File: src/rtl/uart_pkg.sv
// Shared definitions for the UART echo responder.
// Contents: RX/TX FSM state types, the data width and the bits_for()
// helper that sizes the bit-period timers.
package uart_pkg;

  localparam int UART_DATA_BITS = 8;

  typedef enum logic [2:0] {
    R_IDLE,
    R_START,
    R_DATA,
    R_STOP,
    R_WAIT
  } uart_rx_state_t;

  typedef enum logic [1:0] {
    T_IDLE,
    T_START,
    T_DATA,
    T_STOP
  } uart_tx_state_t;

  // Smallest width able to count 0..n-1 (ceil(log2(n)), at least 1).
  function automatic int bits_for(input int n);
    int w;
    w = 1;
    while ((32'd1 << w) < n) begin
      w = w + 1;
    end
    return w;
  endfunction

endpackage

File: src/rtl/uart_echo_responder_if.sv
// Signal bundle of the UART echo responder.
// slave  : responder side (rx/tx_enable in; tx, rx_byte, rx_valid,
//          frame_err, overflow, fifo_level, tx_busy out).
// master : environment side, directions reversed.
// With UART_ECHO_OVF_CNT_EN defined the bundle also carries ovf_count[7:0].
interface uart_echo_responder_if #(
  parameter int FIFO_DEPTH = 4
);
  localparam int LW = $clog2(FIFO_DEPTH) + 1;

  logic          rx;
  logic          tx;
  logic          tx_enable;
  logic [7:0]    rx_byte;
  logic          rx_valid;
  logic          frame_err;
  logic          overflow;
  logic [LW-1:0] fifo_level;
  logic          tx_busy;
`ifdef UART_ECHO_OVF_CNT_EN
  logic [7:0]    ovf_count;

  modport slave (
    input  rx, tx_enable,
    output tx, rx_byte, rx_valid, frame_err, overflow, fifo_level, tx_busy, ovf_count
  );
  modport master (
    output rx, tx_enable,
    input  tx, rx_byte, rx_valid, frame_err, overflow, fifo_level, tx_busy, ovf_count
  );
`else
  modport slave (
    input  rx, tx_enable,
    output tx, rx_byte, rx_valid, frame_err, overflow, fifo_level, tx_busy
  );
  modport master (
    output rx, tx_enable,
    input  tx, rx_byte, rx_valid, frame_err, overflow, fifo_level, tx_busy
  );
`endif
endinterface

File: src/rtl/uart_echo_fifo.sv
// Synchronous FIFO used as the echo buffer.
// Ports: clk, rst_n (sync, active-low); push_i/push_data_i write side;
// pop_i/pop_data_o read side (pop_data_o shows the head, first-word
// fall-through); full_o, empty_o, level_o status.
// A push while full is accepted only when a pop happens in the same cycle.
module uart_echo_fifo #(
  parameter int WIDTH = 8,
  parameter int DEPTH = 4
) (
  input  logic                     clk,
  input  logic                     rst_n,
  input  logic                     push_i,
  input  logic [WIDTH-1:0]         push_data_i,
  input  logic                     pop_i,
  output logic [WIDTH-1:0]         pop_data_o,
  output logic                     full_o,
  output logic                     empty_o,
  output logic [$clog2(DEPTH):0]   level_o
);
  localparam int AW = $clog2(DEPTH);

  logic [WIDTH-1:0] mem_q [DEPTH];
  logic [AW-1:0]    wr_ptr_q;
  logic [AW-1:0]    rd_ptr_q;
  logic [AW:0]      level_q;
  logic             push_ok_s;
  logic             pop_ok_s;

  assign full_o     = (level_q == (AW+1)'(DEPTH));
  assign empty_o    = (level_q == '0);
  assign push_ok_s  = push_i && (!full_o || pop_i);
  assign pop_ok_s   = pop_i && !empty_o;
  assign pop_data_o = mem_q[rd_ptr_q];
  assign level_o    = level_q;

  // Storage array; contents need no reset since level gates every read.
  always_ff @(posedge clk) begin
    if (push_ok_s) begin
      mem_q[wr_ptr_q] <= push_data_i;
    end
  end

  // Pointers wrap naturally because DEPTH is a power of two.
  always_ff @(posedge clk) begin
    if (!rst_n) begin
      wr_ptr_q <= '0;
      rd_ptr_q <= '0;
      level_q  <= '0;
    end else begin
      if (push_ok_s) wr_ptr_q <= wr_ptr_q + AW'(1);
      if (pop_ok_s)  rd_ptr_q <= rd_ptr_q + AW'(1);
      case ({push_ok_s, pop_ok_s})
        2'b10:   level_q <= level_q + (AW+1)'(1);
        2'b01:   level_q <= level_q - (AW+1)'(1);
        default: level_q <= level_q;
      endcase
    end
  end

endmodule

File: src/rtl/uart_echo_responder.sv
// Far-end UART responder: receives 8N1 bytes on bus.rx, buffers them and
// replays each one unchanged on bus.tx.
// Ports: clk, rst_n (sync, active-low), bus (uart_echo_responder_if.slave):
//   rx, tx_enable in; tx, rx_byte, rx_valid, frame_err, overflow,
//   fifo_level, tx_busy out.
// Optional: define UART_ECHO_OVF_CNT_EN to add the saturating 8-bit
// ovf_count output counting overflow pulses.
module uart_echo_responder
  import uart_pkg::*;
#(
  parameter int CLKS_PER_BIT = 100,
  parameter int FIFO_DEPTH   = 4
) (
  input  logic                  clk,
  input  logic                  rst_n,
  uart_echo_responder_if.slave  bus
);
  localparam int TW = bits_for(CLKS_PER_BIT);
  localparam int LW = $clog2(FIFO_DEPTH) + 1;
  localparam logic [TW-1:0] BIT_LAST  = TW'(CLKS_PER_BIT - 1);
  localparam logic [TW-1:0] HALF_LAST = TW'(CLKS_PER_BIT / 2 - 1);
  localparam logic [2:0]    IDX_LAST  = 3'(UART_DATA_BITS - 1);

  logic                      rx_meta_q, rx_s_q;
  uart_rx_state_t            rx_state_q;
  logic [TW-1:0]             rx_timer_q;
  logic [2:0]                rx_bit_q;
  logic [UART_DATA_BITS-1:0] rx_shift_q, rx_byte_q;
  logic                      rx_valid_q, frame_err_q, overflow_q;

  uart_tx_state_t            tx_state_q;
  logic [TW-1:0]             tx_timer_q;
  logic [2:0]                tx_bit_q;
  logic [UART_DATA_BITS-1:0] tx_shift_q;
  logic                      tx_q, tx_busy_q;

  logic                      pop_s, full_s, empty_s;
  logic [UART_DATA_BITS-1:0] pop_data_s;
  logic [LW-1:0]             level_s;

  // Two-flop synchroniser for the asynchronous serial input (idles high).
  always_ff @(posedge clk) begin
    if (!rst_n) begin
      rx_meta_q <= 1'b1;
      rx_s_q    <= 1'b1;
    end else begin
      rx_meta_q <= bus.rx;
      rx_s_q    <= rx_meta_q;
    end
  end

  // Receive FSM: half-bit start qualification, then mid-bit sampling.
  always_ff @(posedge clk) begin
    if (!rst_n) begin
      rx_state_q  <= R_IDLE;
      rx_timer_q  <= '0;
      rx_bit_q    <= 3'd0;
      rx_shift_q  <= '0;
      rx_byte_q   <= '0;
      rx_valid_q  <= 1'b0;
      frame_err_q <= 1'b0;
    end else begin
      rx_valid_q  <= 1'b0;
      frame_err_q <= 1'b0;
      case (rx_state_q)
        R_IDLE: begin
          rx_timer_q <= '0;
          if (!rx_s_q) rx_state_q <= R_START;
        end
        R_START: begin
          if (rx_timer_q == HALF_LAST) begin
            rx_timer_q <= '0;
            rx_bit_q   <= 3'd0;
            // A start bit that is gone by mid-bit was a glitch.
            rx_state_q <= rx_s_q ? R_IDLE : R_DATA;
          end else begin
            rx_timer_q <= rx_timer_q + TW'(1);
          end
        end
        R_DATA: begin
          if (rx_timer_q == BIT_LAST) begin
            rx_timer_q <= '0;
            rx_shift_q <= {rx_s_q, rx_shift_q[UART_DATA_BITS-1:1]};
            if (rx_bit_q == IDX_LAST) rx_state_q <= R_STOP;
            else                      rx_bit_q   <= rx_bit_q + 3'd1;
          end else begin
            rx_timer_q <= rx_timer_q + TW'(1);
          end
        end
        R_STOP: begin
          if (rx_timer_q == BIT_LAST) begin
            rx_timer_q <= '0;
            if (rx_s_q) begin
              rx_byte_q  <= rx_shift_q;
              rx_valid_q <= 1'b1;
              rx_state_q <= R_IDLE;
            end else begin
              frame_err_q <= 1'b1;
              rx_state_q  <= R_WAIT;
            end
          end else begin
            rx_timer_q <= rx_timer_q + TW'(1);
          end
        end
        R_WAIT: begin
          // Line must return high before a new start bit is accepted.
          if (rx_s_q) rx_state_q <= R_IDLE;
        end
        default: rx_state_q <= R_IDLE;
      endcase
    end
  end

  // The FIFO push happens in the cycle rx_valid is high.
  uart_echo_fifo #(
    .WIDTH (UART_DATA_BITS),
    .DEPTH (FIFO_DEPTH)
  ) u_fifo (
    .clk         (clk),
    .rst_n       (rst_n),
    .push_i      (rx_valid_q),
    .push_data_i (rx_byte_q),
    .pop_i       (pop_s),
    .pop_data_o  (pop_data_s),
    .full_o      (full_s),
    .empty_o     (empty_s),
    .level_o     (level_s)
  );

  assign pop_s = (tx_state_q == T_IDLE) && bus.tx_enable && !empty_s;

  // Overflow flag: a good byte arrived with no room and no concurrent pop.
  always_ff @(posedge clk) begin
    if (!rst_n) overflow_q <= 1'b0;
    else        overflow_q <= rx_valid_q && full_s && !pop_s;
  end

  // Transmit FSM: pops the head on leaving T_IDLE, serialises 8N1.
  always_ff @(posedge clk) begin
    if (!rst_n) begin
      tx_state_q <= T_IDLE;
      tx_timer_q <= '0;
      tx_bit_q   <= 3'd0;
      tx_shift_q <= '0;
      tx_q       <= 1'b1;
      tx_busy_q  <= 1'b0;
    end else begin
      case (tx_state_q)
        T_IDLE: begin
          tx_q       <= 1'b1;
          tx_timer_q <= '0;
          if (pop_s) begin
            tx_shift_q <= pop_data_s;
            tx_q       <= 1'b0;
            tx_busy_q  <= 1'b1;
            tx_state_q <= T_START;
          end
        end
        T_START: begin
          if (tx_timer_q == BIT_LAST) begin
            tx_timer_q <= '0;
            tx_bit_q   <= 3'd0;
            tx_q       <= tx_shift_q[0];
            tx_state_q <= T_DATA;
          end else begin
            tx_timer_q <= tx_timer_q + TW'(1);
          end
        end
        T_DATA: begin
          if (tx_timer_q == BIT_LAST) begin
            tx_timer_q <= '0;
            if (tx_bit_q == IDX_LAST) begin
              tx_q       <= 1'b1;
              tx_state_q <= T_STOP;
            end else begin
              tx_bit_q   <= tx_bit_q + 3'd1;
              tx_shift_q <= {1'b0, tx_shift_q[UART_DATA_BITS-1:1]};
              tx_q       <= tx_shift_q[1];
            end
          end else begin
            tx_timer_q <= tx_timer_q + TW'(1);
          end
        end
        T_STOP: begin
          if (tx_timer_q == BIT_LAST) begin
            // One T_IDLE cycle follows, giving the 1-cycle inter-frame gap.
            tx_timer_q <= '0;
            tx_busy_q  <= 1'b0;
            tx_state_q <= T_IDLE;
          end else begin
            tx_timer_q <= tx_timer_q + TW'(1);
          end
        end
        default: begin
          tx_q       <= 1'b1;
          tx_busy_q  <= 1'b0;
          tx_state_q <= T_IDLE;
        end
      endcase
    end
  end

`ifdef UART_ECHO_OVF_CNT_EN
  logic [7:0] ovf_count_q;

  // Saturating overflow event counter, cleared only by reset.
  always_ff @(posedge clk) begin
    if (!rst_n) begin
      ovf_count_q <= 8'd0;
    end else if (overflow_q && (ovf_count_q != 8'hFF)) begin
      ovf_count_q <= ovf_count_q + 8'd1;
    end
  end

  assign bus.ovf_count = ovf_count_q;
`endif

  assign bus.tx         = tx_q;
  assign bus.tx_busy    = tx_busy_q;
  assign bus.rx_byte    = rx_byte_q;
  assign bus.rx_valid   = rx_valid_q;
  assign bus.frame_err  = frame_err_q;
  assign bus.overflow   = overflow_q;
  assign bus.fifo_level = level_s;

endmodule
File: src/flat_wrapper.sv
// flat-port wrapper written by rule: the top's interface ports become plain ports
module uart_echo_responder_flat import uart_pkg::*;
#(
  parameter int CLKS_PER_BIT = 100,
  parameter int FIFO_DEPTH   = 4
)
  (clk, rst_n, bus_rx, bus_tx_enable, bus_tx, bus_rx_byte, bus_rx_valid, bus_frame_err, bus_overflow, bus_fifo_level, bus_tx_busy);
  uart_echo_responder_if #(.FIFO_DEPTH(FIFO_DEPTH)) bus_i ();
  input  logic clk;
  input  logic rst_n;
  input wire logic [$bits(bus_i.rx)-1:0] bus_rx;
  input wire logic [$bits(bus_i.tx_enable)-1:0] bus_tx_enable;
  output wire logic [$bits(bus_i.tx)-1:0] bus_tx;
  output wire logic [$bits(bus_i.rx_byte)-1:0] bus_rx_byte;
  output wire logic [$bits(bus_i.rx_valid)-1:0] bus_rx_valid;
  output wire logic [$bits(bus_i.frame_err)-1:0] bus_frame_err;
  output wire logic [$bits(bus_i.overflow)-1:0] bus_overflow;
  output wire logic [$bits(bus_i.fifo_level)-1:0] bus_fifo_level;
  output wire logic [$bits(bus_i.tx_busy)-1:0] bus_tx_busy;
  assign bus_i.rx = bus_rx;
  assign bus_i.tx_enable = bus_tx_enable;
  assign bus_tx = bus_i.tx;
  assign bus_rx_byte = bus_i.rx_byte;
  assign bus_rx_valid = bus_i.rx_valid;
  assign bus_frame_err = bus_i.frame_err;
  assign bus_overflow = bus_i.overflow;
  assign bus_fifo_level = bus_i.fifo_level;
  assign bus_tx_busy = bus_i.tx_busy;
  uart_echo_responder #(.CLKS_PER_BIT(CLKS_PER_BIT), .FIFO_DEPTH(FIFO_DEPTH)) u_core (.clk(clk), .rst_n(rst_n), .bus(bus_i));
endmodule
File: config.mk
export PLATFORM = sky130hd
export DESIGN_NAME = uart_echo_responder_flat
export DESIGN_NICKNAME = d
export VERILOG_FILES = /design/src/rtl/uart_pkg.sv /design/src/rtl/uart_echo_responder_if.sv /design/src/rtl/uart_echo_fifo.sv /design/src/rtl/uart_echo_responder.sv /design/src/flat_wrapper.sv
export SDC_FILE = /design/constraint.sdc
export NUM_CORES = 1
export LEC_CHECK = 0
export ABC_AREA = 1
export CORE_UTILIZATION = 60
export CTS_CLUSTER_SIZE = 10
export DETAILED_ROUTE_END_ITERATION = 12
export PLACE_DENSITY = 0.8
export SYNTH_ARGS = -nofsm -noshare
export SYNTH_HDL_FRONTEND = slang
export SYNTH_SLANG_ARGS = --single-unit
File: constraint.sdc
create_clock -name clk -period 2.7 [get_ports clk]
set_input_delay 0.27 -clock clk [delete_from_list [all_inputs] [get_ports clk]]
set_output_delay 0.27 -clock clk [all_outputs]
set_load 0.01 [all_outputs]
== Word-level counts from Yosys, hierarchy flattened ==
Memories as Yosys holds them, arrays and structs flattened. A register that Yosys moved wholly into a read port is not among the register bits.
Index checks and enable logic that the tools add are counted.

* $add $sub $neg: 8
* $mul: 0
* Div/mod/pow operators: 0
* Order comparisons: 0
* Eq/ne operators: 28
* Shifts and indexed selects: 0
* Mux-type cells: 47
* Bitwise logic cells: 0
* Reductions and logical operators: 32

{| class="wikitable"
|+ Operators with widths
! operator !! count
|-
| two-way mux 3 bit || 13
|-
| two-way mux 8 bit || 3
|-
| two-way mux 7 bit || 3
|-
| one-hot mux 7 bit (3 select lines) || 1
|-
| != test 2 x 1 -> 1 bit (second input constant) || 10
|-
| one-hot mux 3 bit (2 select lines) || 3
|-
| two-way mux 2 bit || 8
|-
| one-hot mux 8 bit (2 select lines) || 1
|-
| one-hot mux 3 bit (5 select lines) || 1
|-
| adder 7 x 1 -> 7 bit (second input constant) || 2
|-
| == test 7 bit (second input constant) || 2
|-
| one-hot mux 7 bit (2 select lines) || 1
|-
| == test 3 bit (second input constant) || 4
|-
| AND reduction 3 bit || 4
|-
| AND reduction 4 bit || 3
|-
| two-way mux 1 bit || 10
|-
| nonzero test 2 bit || 5
|-
| adder 3 x 1 -> 3 bit (second input constant) || 3
|-
| one-hot mux 2 bit (4 select lines) || 1
|-
| == test 7 x 6 -> 1 bit (second input constant) || 1
|-
| == test 2 bit (second input constant) || 3
|-
| == test 3 x 2 -> 1 bit (second input constant) || 2
|-
| logical AND 1 bit || 6
|-
| zero test 3 bit || 2
|-
| other kinds (16) || 23
|}

* Register bits: 63
* Bits in latches: 0
* Bits in writable memories: 32
* ROM bits: 0
* Output and inout bits: 16
* Logic and storage cells: 135
* Memories kept: 1

{| class="wikitable"
|+ Memories
! name !! depth !! width !! rd ports !! clocked after memory_dff !! wr ports !! line !! source
|-
| u_core.u_fifo.mem_q || 4 || 8 || 1 || 1 || 1 || uart_echo_fifo.sv:22 || <nowiki>logic [WIDTH-1:0] mem_q [DEPTH];</nowiki>
|}

== Depth between registers and ports, before layout ==
* Word-level depth: 7
* Depth in mapped cells: 13
* Mapped depth without buffers: 13

== By module ==
A second synthesis with hierarchy kept.

* Cells, all modules: 524
* Area, all modules: 4372.9 sq um

{| class="wikitable"
|+ Modules (own cells, without submodules)
! module !! instances !! cells an instance !! area each (sq um)
|-
| uart_echo_responder || 1 || 374 || 2666.3
|-
| uart_echo_fifo || 1 || 150 || 1706.6
|}

== Worst setup path before layout ==
No wires, ideal clock.

* Kind: register to register
* From: register u_core.tx_state_q[0]
* To: register u_core.u_fifo.level_q[2] (netlist: u_core.u_fifo.level_o[2])
* Library setup time: 0.122 ns
* Arrival time: 2.037 ns
* Data required time: 2.578 ns
* Slack: 0.541 ns
* Cell stages (with the launch flop): 13
* Path through: dfxtp_1 > inv_1 > ha_1 > nand2_1 > nand3_1 > nand2_1 > ha_1 > inv_1 > fa_1 > a21oi_1 > o21ai_0 > o21ai_0 > a21oi_1

* Word-level cells in the longest chain between the ends: 7
* Elaborated cells between the ends (all ways): 10
* Classes of those cells: eq/ne (2); mux (1); reduce/logical (7)

{| class="wikitable"
|+ Ends and longest elaborated chain
! element !! line !! source
|-
| start, declared || uart_echo_responder.sv:31 || <nowiki>uart_tx_state_t tx_state_q;</nowiki>
|-
| start signal, assigned || uart_echo_responder.sv:141 || <nowiki>tx_state_q <= T_IDLE;</nowiki>
|-
| start signal, assigned || uart_echo_responder.sv:156 || <nowiki>tx_state_q <= T_START;</nowiki>
|-
| start signal, assigned || uart_echo_responder.sv:164 || <nowiki>tx_state_q <= T_DATA;</nowiki>
|-
| zero test 2 bit * || uart_echo_responder.sv:130 || <nowiki>assign pop_s = (tx_state_q == T_IDLE) && bus.tx_enable && !empty_s;</nowiki>
|-
| logical AND 1 bit * (2 in a row) || uart_echo_responder.sv:130 ||
|-
| logical OR 1 bit || uart_echo_fifo.sv:31 || <nowiki>assign push_ok_s = push_i && (!full_o || pop_i);</nowiki>
|-
| logical AND 1 bit || uart_echo_fifo.sv:31 ||
|-
| == test 2 x 1 -> 1 bit or == test 2 bit (tied branches) || uart_echo_fifo.sv:52 || <nowiki>case ({push_ok_s, pop_ok_s})</nowiki>
|-
| one-hot mux 3 bit (2 select lines) or nonzero test 2 bit (tied branches) || - ||
|-
| end signal, assigned || uart_echo_fifo.sv:53 || <nowiki>2'b10: level_q <= level_q + (AW+1)'(1);</nowiki>
|-
| end signal, assigned || uart_echo_fifo.sv:54 || <nowiki>2'b01: level_q <= level_q - (AW+1)'(1);</nowiki>
|-
| end signal, assigned || uart_echo_fifo.sv:55 || <nowiki>default: level_q <= level_q;</nowiki>
|-
| end, declared || uart_echo_fifo.sv:25 || <nowiki>logic [AW:0] level_q;</nowiki>
|}

Every way passes the cells marked *; elsewhere a longest branch is shown, timed or not.
A chain may end at the register's enable or synchronous reset.

== Final worst setup path ==
Same ends and word-level chain as after synthesis.

==> impl_metrics.json <==
{
  "fp.dieW_um": 87.2,
  "start_util_pct": 63.0,
  "area_growth_pct": 10.5,
  "cts_tree": "yes",
  "stdcell_area_um2": 4810,
  "synth-edff-count": 32,
  "gp_congestion": 0.908,
  "synth_area_leaders": "dfxtp_1 (30%), edfxtp_1 (22%), nor2_1 (9.4%), o21ai_0 (7.0%), nand2_1 (6.9%)",
  "clock_latency_ns": 0.36,
  "post_cts_buffers": 0,
  "yosysSeqAreaShare_pct": 52.0,
  "synth_area_per_cell_um2": 8.50,
  "fmax_ghz": 0.420,
  "skew_ns": 0.0119,
  "top_layer_used": "met4",
  "post_dp_cell_area_um2": 4590,
  "setup_violations": 0,
  "root_buffer": "clkbuf_8",
  "slew_violations": 0,
  "synth_top_area_cell": "dfxtp_1",
  "critical_path.max_fanout": 9,
  "final.period_utilization_pct": 88.3,
  "grt_pass1_wl_mm": 13.5,
  "pin_count": 20,
  "worstSetupPathType": "reg -> reg",
  "grt_max_degree": 44,
  "route.detailed.drc": 0,
  "antenna_violating_nets_post_route": 0,
  "startpoint_type": "register",
  "ys_ff_latch": 97,
  "grt_usage_pct": 22.9,
  "cellPowerDensity_nw_per_um2": 778,
  "syn_inst": 512,
  "max-slew-margin-rel_pct": 53.0,
  "ys_types": 39,
  "num_rows": 30,
  "drtPass1Iterations": 5,
  "gr-total-overflow": 0,
  "dpl.hpwl_mm": 5.55,
  "grt_pass1_vias": 3076,
  "via_per_inst": 5.18,
  "nFillCells": 576,
  "cts-buffers-inserted": 9,
  "setup_tns_ns": 0,
  "worst_ep_arrival_time_ns": 2.64,
  "crit_required_ns": 2.95,
  "yosys_most_used_dff": "dfxtp_1",
  "synth_top_area_share_pct": 29.9,
  "post-route-min-period_ns": 2.38,
  "ir_drop_uv": 498,
  "synth-async-reset-ratio_pct": 0,
  "wl_met1_mm": 3.59,
  "report.power.total_w": 0.00374,
  "htreeDepth": 3,
  "wl_met3_um": 272,
  "whs_ns": 0.438,
  "hold_viol": 0,
  "die-area_um2": 7600,
  "leakage_nw": 1.95,
  "worstMarginPinSlew_ns": 0.702,
  "clk_path_buf_depth": 2,
  "antenna_found_initial": 0,
  "coreArea_um2": 6910,
  "wl_mm": 7.87,
  "vias": 3263,
  "wire_per_inst_um": 12.5,
  "drive_above_1_share_pct": 9.18,
  "antenna_cells": 0,
  "met2_length_mm": 3.95,
  "synth_area_um2": 4350,
  "path_clk_slew_ns": 0.10,
  "die_h_um": 87.2,
  "hold_class": "reg -> reg",
  "status": "finished clean",
  "synth_warnings": 0,
  "nNetsFinal": 552,
  "clock_sink_count": 97,
  "max_cap_viol_count": 0,
  "synth_fp_nets": 535,
  "drtIter0Drc": 159,
  "io_buffers": 19,
  "rsz0062_at_grt": "no",
  "r2r_slack_ns": 0.32,
  "end_kind": "register"
}
-- Yosys cell counts (2+ instances only) --
| cell | number |
|---|---|
| ha_1 | 18 |
| or2_2 | 3 |
| clkinv_1 | 2 |
| nand3_1 | 14 |
| o21ai_0 | 61 |
| nor3_1 | 8 |
| nor2_2 | 3 |
| dfxtp_1 | 65 |
| nor2_4 | 3 |
| nor2_1 | 109 |
| clkbuf_1 | 6 |
| inv_2 | 6 |
| nor3b_1 | 2 |
| buf_2 | 4 |
| nand2_1 | 80 |
| nand4_1 | 3 |
| buf_6 | 2 |
| xor2_1 | 4 |
| nand3_2 | 4 |
| a21oi_1 | 22 |
| edfxtp_1 | 32 |
| inv_1 | 41 |
| nand2_2 | 4 |
-- layer usage --
layer  vias up  track usage [%]
li1       1697                -
met1      1515             27.5
met2        43             39.8
met3         8             7.20
met4         0             6.11
met5         -                0
-- report_power, final --
| group | total [W] | switching [W] | internal, W |
|---|---|---|---|
| Combinational | 0.00101 | 0.000652 | 0.000360 |
| Clock | 0.000988 | 0.000529 | 0.000459 |
| Sequential | 0.00174 | 0.000120 | 0.00162 |
| Total | 0.00374 | 0.00130 | 0.00244 |
-- sequential cells by signal (all words and copies together) (netlist names), 2 cells and up, named ones only --
| name | flops |
|---|---|
| u_core.u_fifo.mem_q | 32 |
| u_core.bus.rx_byte | 8 |
| u_core.rx_shift_q | 8 |
| u_core.tx_shift_q | 8 |
| u_core.rx_timer_q | 7 |
| u_core.tx_timer_q | 7 |
| u_core.rx_bit_q | 3 |
| u_core.rx_state_q | 3 |
| u_core.tx_bit_q | 3 |
| u_core.u_fifo.level_o | 3 |
| u_core.tx_state_q | 2 |
| u_core.u_fifo.rd_ptr_q | 2 |
| u_core.u_fifo.wr_ptr_q | 2 |
-- cells by family after synthesis --
group,after synthesis,share of synthesized area (%)
AOI/OAI and AO/OA,87,10.4
xor gates and xnor gates,4,0.805
adders and majority gates,19,5.63
buffers and inverters,65,6.32
DFF,97,52.0
and+or+nand+nor,240,24.8
-- final cells by class --
| type | count | area (um2) | area share (%) |
|---|---|---|---|
| tap | 96 | 120 | 2.50 |
| sequential | 97 | 2260 | 47.0 |
| clock buffer | 10 | 149 | 3.09 |
| inverter | 51 | 199 | 4.13 |
| timing repair buffer | 20 | 198 | 4.11 |
| multi-input combinational | 350 | 1820 | 37.8 |
| clock inverter | 6 | 66.3 | 1.38 |
-- critical path, stage by stage, from the launching register on --
cell and delay, ns:
dfxtp_1 0.42, inv_1 0.11, ha_1 0.25, nand2_1 0.10, nand3_1 0.12, nand2_2 0.17, ha_1 0.17, inv_1 0.07
fa_1 0.39, a21oi_1 0.15, o21ai_0 0.12, o21ai_0 0.17, a21oi_1 0.05
-- final timing paths --
check | depth (start not counted) | end | start
max | 12 | u_core.u_fifo.level_o[2] | u_core.tx_state_q[0]
min | 1 | u_core.rx_s_q | u_core.rx_meta_q
max reg2reg | 12 | u_core.u_fifo.level_o[2] | u_core.tx_state_q[0]
min reg2reg | 1 | u_core.rx_s_q | u_core.rx_meta_q
-- metrics by stage --
step	std cells	utilization, %	worst slack [ns]
2_1_floorplan	512	-	0.541
3_3_place_gp	614	66.5	0.402
3_5_place_dp	614	66.5	0.281
4_1_cts	630	69.6	0.229
5_1_grt	630	69.7	0.0773
6_report	630	69.7	0.316
-- cell usage in the layout (no fill, tap or decap), types with 5 or more instances in the layout --
master,instances
nor2_1,109
a21oi_1,22
nand3_1,14
clkdlybuf4s50_1,19
ha_1,18
nand2_1,79
inv_2,6
dfxtp_1,65
inv_1,41
clkbuf_8,9
nand2_2,5
o21ai_0,61
edfxtp_1,32
nor3_1,8
-- repair_timing --
| action | 4_1_cts | 5_1_grt |
|---|---|---|
| hold buffers | 0 | 0 |
| endpoints found under the setup margin | 0 | 1 |
| endpoints found under the hold margin | 0 | 0 |
| resized for setup | 0 | 1 |
Power figures use the tool's default switching activity.
